**src/rtl/k2_core_gen2.sv**
```systemverilog
// K2 gen-2 accumulator core: fetch/execute FSM over an external synchronous ROM,
// with carry/zero flags, conditional jumps, halt, run/stall and an R0 update strobe.
module k2_core_gen2 #(
  parameter int DW  = 8,
  parameter int IW  = 4,
  parameter int PCW = 4
) (
  input  logic            clk_i,
  input  logic            reset_i,
  input  logic            run_i,
  output logic [PCW-1:0]  imem_addr_o,
  input  logic [IW+6:0]   imem_data_i,
  output logic [PCW-1:0]  pc_o,
  output logic [DW-1:0]   r0_o,
  output logic            r0_valid_o,
  output logic            carry_o,
  output logic            zero_o,
  output logic            halted_o
);

  typedef enum logic [1:0] {S_FETCH, S_EXEC, S_HALT} state_t;

  state_t          state_q;
  logic [PCW-1:0]  pc_q;
  logic [DW-1:0]   a_q, b_q, r0_q;
  logic            carry_q, zero_q, r0_valid_q, halted_q;

  logic            op_j, op_c, op_z, op_sreg, op_sub;
  logic [1:0]      op_d;
  logic [IW-1:0]   op_imm;
  logic [DW-1:0]   imm_dw, b_opnd, res_d, src_d;
  logic [PCW-1:0]  imm_pc, pc_d;
  logic [DW:0]     sum_d;
  logic            taken_d, is_halt, flags_upd;

  assign {op_j, op_c, op_z, op_d, op_sreg, op_sub, op_imm} = imem_data_i;

  // Immediate is zero-extended or truncated to fit the data path and the pc.
  if (IW >= DW) begin : g_imm_dw_trunc
    assign imm_dw = op_imm[DW-1:0];
  end else begin : g_imm_dw_ext
    assign imm_dw = {{(DW-IW){1'b0}}, op_imm};
  end

  if (IW >= PCW) begin : g_imm_pc_trunc
    assign imm_pc = op_imm[PCW-1:0];
  end else begin : g_imm_pc_ext
    assign imm_pc = {{(PCW-IW){1'b0}}, op_imm};
  end

  assign b_opnd    = op_sub ? ~b_q : b_q;
  assign sum_d     = {1'b0, a_q} + {1'b0, b_opnd} + (DW+1)'(op_sub);
  assign res_d     = sum_d[DW-1:0];
  assign src_d     = op_sreg ? imm_dw : res_d;
  // Jump decision uses the flags as they were before this instruction.
  assign taken_d   = op_j | (op_c & carry_q) | (op_z & zero_q);
  assign is_halt   = op_j & op_c & op_z;
  assign flags_upd = ~op_sreg & ~op_d[1];
  assign pc_d      = taken_d ? imm_pc : pc_q + PCW'(1);

  always_ff @(posedge clk_i or posedge reset_i) begin
    if (reset_i) begin
      state_q    <= S_FETCH;
      pc_q       <= '0;
      a_q        <= '0;
      b_q        <= '0;
      r0_q       <= '0;
      carry_q    <= 1'b0;
      zero_q     <= 1'b0;
      r0_valid_q <= 1'b0;
      halted_q   <= 1'b0;
    end else begin
      r0_valid_q <= 1'b0;
      case (state_q)
        S_FETCH: begin
          if (run_i) state_q <= S_EXEC;
        end
        S_EXEC: begin
          if (is_halt) begin
            state_q  <= S_HALT;
            halted_q <= 1'b1;
          end else begin
            case (op_d)
              2'b00: a_q <= src_d;
              2'b01: b_q <= src_d;
              2'b10: begin
                r0_q       <= a_q;
                r0_valid_q <= 1'b1;
              end
              default: ;
            endcase
            if (flags_upd) begin
              carry_q <= sum_d[DW];
              zero_q  <= (res_d == '0);
            end
            pc_q    <= pc_d;
            state_q <= S_FETCH;
          end
        end
        default: ;
      endcase
    end
  end

  assign imem_addr_o = pc_q;
  assign pc_o        = pc_q;
  assign r0_o        = r0_q;
  assign r0_valid_o  = r0_valid_q;
  assign carry_o     = carry_q;
  assign zero_o      = zero_q;
  assign halted_o    = halted_q;

endmodule

```
**config.mk**
```make
export PLATFORM = sky130hd
export DESIGN_NAME = k2_core_gen2
export DESIGN_NICKNAME = d
export VERILOG_FILES = /design/src/rtl/k2_core_gen2.sv
export SDC_FILE = /design/constraint.sdc
export NUM_CORES = 1
export LEC_CHECK = 0
export CAP_MARGIN = 20
export CELL_PAD_IN_SITES_DETAIL_PLACEMENT = 1
export CELL_PAD_IN_SITES_GLOBAL_PLACEMENT = 1
export CORE_MARGIN = 2
export CORE_UTILIZATION = 44
export CTS_CLUSTER_DIAMETER = 60
export DETAILED_ROUTE_END_ITERATION = 8
export GPL_ROUTABILITY_DRIVEN = 0
export PLACE_DENSITY = 0.82
export SYNTH_ARGS = -nofsm -noshare
export SYNTH_HDL_FRONTEND = slang
export SYNTH_SLANG_ARGS = --single-unit
```
**constraint.sdc**
```tcl
create_clock -name clk_i -period 4.2 [get_ports clk_i]
set_clock_uncertainty 0.1 [all_clocks]
set_input_delay 0.84 -clock clk_i [delete_from_list [all_inputs] [get_ports clk_i]]
set_output_delay 0.84 -clock clk_i [all_outputs]
set_load 0.02 [all_outputs]
```
# Word-level counts from Yosys, hierarchy flattened
# Cells that the tools add are included.
# word_totals
ram_bits	0
ff_bits	34
output_inout_bits	20
latch_bits	0
memories	0
mem_bits_ro	0
# classes
mul	0
mux	9
reduce_logical	11
div	0
shift	0
bitwise	11
order_cmp	0
eq_ne	4
add_sub_neg	3
# ops
op	count
two-way mux 8 bit	2
AND reduction 3 bit	4
adder 8 x 8 -> 9 bit	1
adder 9 x 1 -> 9 bit	1
logical NOT 8 bit	1
NOT 8 bit	1
AND reduction 2 bit	3
bitwise AND 1 bit	5
adder 4 x 1 -> 4 bit, second input constant	1
== test 2 x 1 -> 1 bit, second input constant	2
logical NOT 2 bit	2
two-way mux 2 bit	2
two-way mux 4 bit	1
one-hot mux 2 bit (2 select lines)	1
two-way mux 1 bit	3
NOT 1 bit	3
== test 2 bit, second input constant	1
!= test 2 bit, second input constant	1
OR 1 bit	2
nonzero test 2 bit	1

# Longest topological paths before layout
# depth
depth_word	5
depth_mapped	9
depth_no_buf	8

# Least setup slack after synthesis
# OpenSTA, ideal clock, no wires.
# synth_path
path_type	input port to flip-flop
from	input imem_data_i[4]
to	register zero_q, in the netlist zero_o
required_ns	4.034
setup_ns	0.066
arrival_ns	2.681
n_path_buf	1
path_stages	9
path_slack_ns	1.353
cell_sequence	buf_2 > xor2_1 > inv_1 > fa_1 > xor2_1 > nand3_1 > or2_0 > a2111oi_2 > a32o_2
# synth_via
elab_chain_cells	4
# synth_lines
item	line	text
from (decl)	12	input logic [IW+6:0] imem_data_i,
two-way mux 8 bit	51	assign b_opnd = op_sub ? ~b_q : b_q;
adder 8 x 8 -> 9 bit	52	assign sum_d = {1'b0, a_q} + {1'b0, b_opnd} + (DW+1)'(op_sub);
adder 9 x 1 -> 9 bit (*)	52	
logical NOT 8 bit (*)	94	zero_q <= (res_d == '0);
to (signal assigned)	94	
to (decl)	26	logic carry_q, zero_q, r0_valid_q, halted_q;
# Mark *: on every way between the ends. The rest lies on a longest branch, timed or not.
# A chain may end at the register's enable or synchronous reset.

# Final worst setup path
# layout_path
from	input imem_data_i[4]
to	register b_q[6]
# layout_via
elab_chain_cells	4
# layout_lines
item	line	text
two-way mux 8 bit	51	
adder 8 x 8 -> 9 bit	52	
adder 9 x 1 -> 9 bit (*)	52	
two-way mux 8 bit (*)	54	assign src_d = op_sreg ? imm_dw : res_d;
to (signal assigned)	85	2'b01: b_q <= src_d;
to (decl)	25	logic [DW-1:0] a_q, b_q, r0_q;
# Marked as above.

==> results.toml <==
[die]
die_w_um = 70.50
ios = 34
initial_core_util = 0.4531
die_h_um = 70.50
die-area_um2 = 4970
core_area_um2 = 4294
rows = 24

[worst_hold_path]
hp-class = "reg -> reg"
min_from = "halted_o"
whs_endpoint = "halted_o"
whs_path_depth = 1

[worst_setup_path]
r2r_setup_slack_ns = 1.78
critical_path_class = "in -> reg"
ff2ff_path_depth = 8
cp_data_required_time_ns = 4.27
crit_fanout = 8
worst_r2r_startpoint = "b_q[1]"
timing.rr.end = "b_q[6]"
critPathArrivalTime_ns = 3.44
start_kind = "primary input"
endpoint_kind = "flip-flop"

[logic_synthesis]
synth_seq_cells = 34
synth-async-reset-ratio = 1.000
synth_area_um2 = 1946
syn_nets = 217
netlist_instances = 192
ys.flop_type = "dfrtp_1"
yosys_warnings = 0
ys_seq_area_frac = 0.4373
synth.distinct_cells = 48
synth_area_per_cell_um2 = 10.13
synth_edf_count = 0

[run]
maxCapViolCount = 0

[sta]
timing.setup.tns_ns = 0
slew_violations = 0
maxSlewHeadroom = 0.5161
final-hold-violation-count = 0
setup_violations = 0
fmax_mhz = 296.5
period_share = 0.8030
period_minus_slack_ns = 3.372
tightest_slew_ns = 0.7259
rsz0062_at_grt = "false"

[global_routing]
grt.overflow.total = 0
grt_pass1_wl_mm = 8.059
grt_max_degree = 35
track_usage = 0.2089
met1_usage = 0.2518
gr-usage-met3 = 0.05339
antenna_found_initial = 0
top_usage_layer = "met2"
grt_pass1_vias = 1665
grtUsageMet2 = 0.3690

[cells_and_area]
nets = 247
final_util = 0.5545
stdcell_area_um2 = 2381
syn_to_final_growth_pct = 22.38
diodes = 0
drive_gt1_frac = 0.08520

[power]
p_sw_w = 0.0008158
seq_power_share = 0.313
p_sw_frac = 0.4364
p_leak_nw = 1.087
internal-power_w = 0.001053
ir_worst_vdd_mv = 0.3307
combPwrFrac = 0.554
power_frac_clock = 0.134
cellPowerDensity_nw_per_um2 = 785.0

[run_status]
status = "finished, final reports clean"

[clock_tree]
htree_levels = 2
cts-root-buf = "clkbuf_8"
cts_hold_buf = 0
postCtsSetupRepairBufs = 0
cts_resized = 0
cts_max_path_buffers = 2
clkSlewWorstSetupHoldPaths_ns = 0.07
cts.sinks = 34
cts_inserted_buffers = 5
clk_latency_ns = 0.29
tritoncts = "built"

[detailed_routing]
via_per_inst = 5.629
firstDrtPassIters = 4
drtAntennaViolNets = 0
vias = 1548
wl_mm = 4.766
avgRoutedWirePerCell_um = 17.33
drc = 0
first_iter_violations = 38

[placed_design]
numPortBuffers = 33
post_dp_cell_area_um2 = 2290
place_hpwl_mm = 3.587
## kinds of logic after synthesis
group           after synthesis  synth area share
simple gates                 53            0.1383
compound gates               45            0.1588
flops                        34            0.4373
buf+inv                      22           0.05145
mux                          16           0.09003
xor+xnor                     11           0.04952
fa+ha+maj                    11           0.07460
## final cells by class
type | instances | area [um2]
fillers | 477 | 1913
well taps | 52 | 65.06
clock inverters | 1 | 5.005
multi-input cells | 136 | 994.7
clock buffers | 7 | 86.33
flip-flops and latches | 34 | 850.8
inverters | 11 | 41.29
repair buffers | 34 | 337.8
## layer usage
layer  up-vias  share of wire
li1        729              -
met1       784           0.43
met3         4          0.037
met4         0         0.0078
met5         -              0
met2        31           0.52
## through the flow
step | setup WS [ns] | power, W | std cells | hold slack, ns
2_1_floorplan | 1.353 | 0.001282 | 192 | 0.3681
3_3_place_gp | 0.6589 | 0.001556 | 267 | 0.3626
3_5_place_dp | 0.5239 | 0.001613 | 267 | 0.3672
4_1_cts | 0.8053 | 0.001876 | 275 | 0.3868
5_1_grt | 0.6700 | 0.002017 | 275 | 0.4279
6_report | 0.8276 | 0.001869 | 275 | 0.3808
## registers in the layout (all words and copies together), names as in the netlist
signal / flops
halted_o: 1
r0_valid_o: 1
zero_o: 1
carry_o: 1
a_q: 8
b_q: 8
state_q: 2
imem_addr_o: 4
r0_o: 8
## worst max path at each step
stage	from	end	slack, ns
floorplan	imem_data_i[4]	zero_o	1.35
detailed placement	imem_data_i[4]	b_q[4]	0.52
global route	imem_data_i[4]	zero_o	0.67
CTS	imem_data_i[4]	b_q[6]	0.81
global placement	imem_data_i[4]	zero_o	0.66
finish	imem_data_i[4]	b_q[6]	0.83
## worst max-delay path: stages
cell             delay, ns
clkdlybuf4s50_1       0.74
xor2_1                0.25
inv_1                 0.09
fa_1                  0.44
nand3b_1              0.23
a21oi_1               0.26
o311a_1               0.23
nor2_1                0.06
mux2_2                0.30
## synth_stat cells (all sizes together), types with 2 or more instances
cell | number | share of area
nor3b | 2 | 0.0077
nand2 | 19 | 0.037
nand2b | 4 | 0.013
o31ai | 4 | 0.015
nor2 | 9 | 0.017
or2 | 2 | 0.0064
a221o | 2 | 0.010
a22oi | 2 | 0.0077
o22ai | 2 | 0.0064
mux2 | 12 | 0.069
dfrtp | 34 | 0.44
ha | 10 | 0.064
mux2i | 4 | 0.021
a21oi | 9 | 0.023
inv | 11 | 0.021
clkbuf | 5 | 0.0096
nor3 | 4 | 0.010
xor2 | 10 | 0.045
buf | 6 | 0.021
nand3 | 3 | 0.0077
o21ai | 14 | 0.036
nor2b | 3 | 0.0096
## power by group through the flow
| stage | Clock [W] | Combinational (W) | Sequential, W |
|---|---|---|---|
| after CTS | 0.000258 | 0.00103 | 0.000586 |
| after global routing | 0.000270 | 0.00114 | 0.000607 |
| after floorplan | 0 | 0.000653 | 0.000628 |
| after detailed placement | 0 | 0.00102 | 0.000592 |
| final | 0.000250 | 0.00104 | 0.000584 |
| after global placement | 0 | 0.000975 | 0.000581 |
## layout by cell type, fill, tap and decap left out, drive strengths merged, types with 2 or more instances in the layout
master / n
a21oi: 9
a221o: 2
a22oi: 2
clkbuf: 7
clkdlybuf4s50: 33
dfrtp: 34
ha: 10
inv: 11
mux2: 12
mux2i: 4
nand2: 19
nand2b: 4
nand3: 3
nor2: 9
nor2b: 3
nor3: 4
nor3b: 2
o21ai: 14
o22ai: 2
o31ai: 4
or2: 2
xor2: 10
Note: power is estimated with default switching activity, not from simulation.
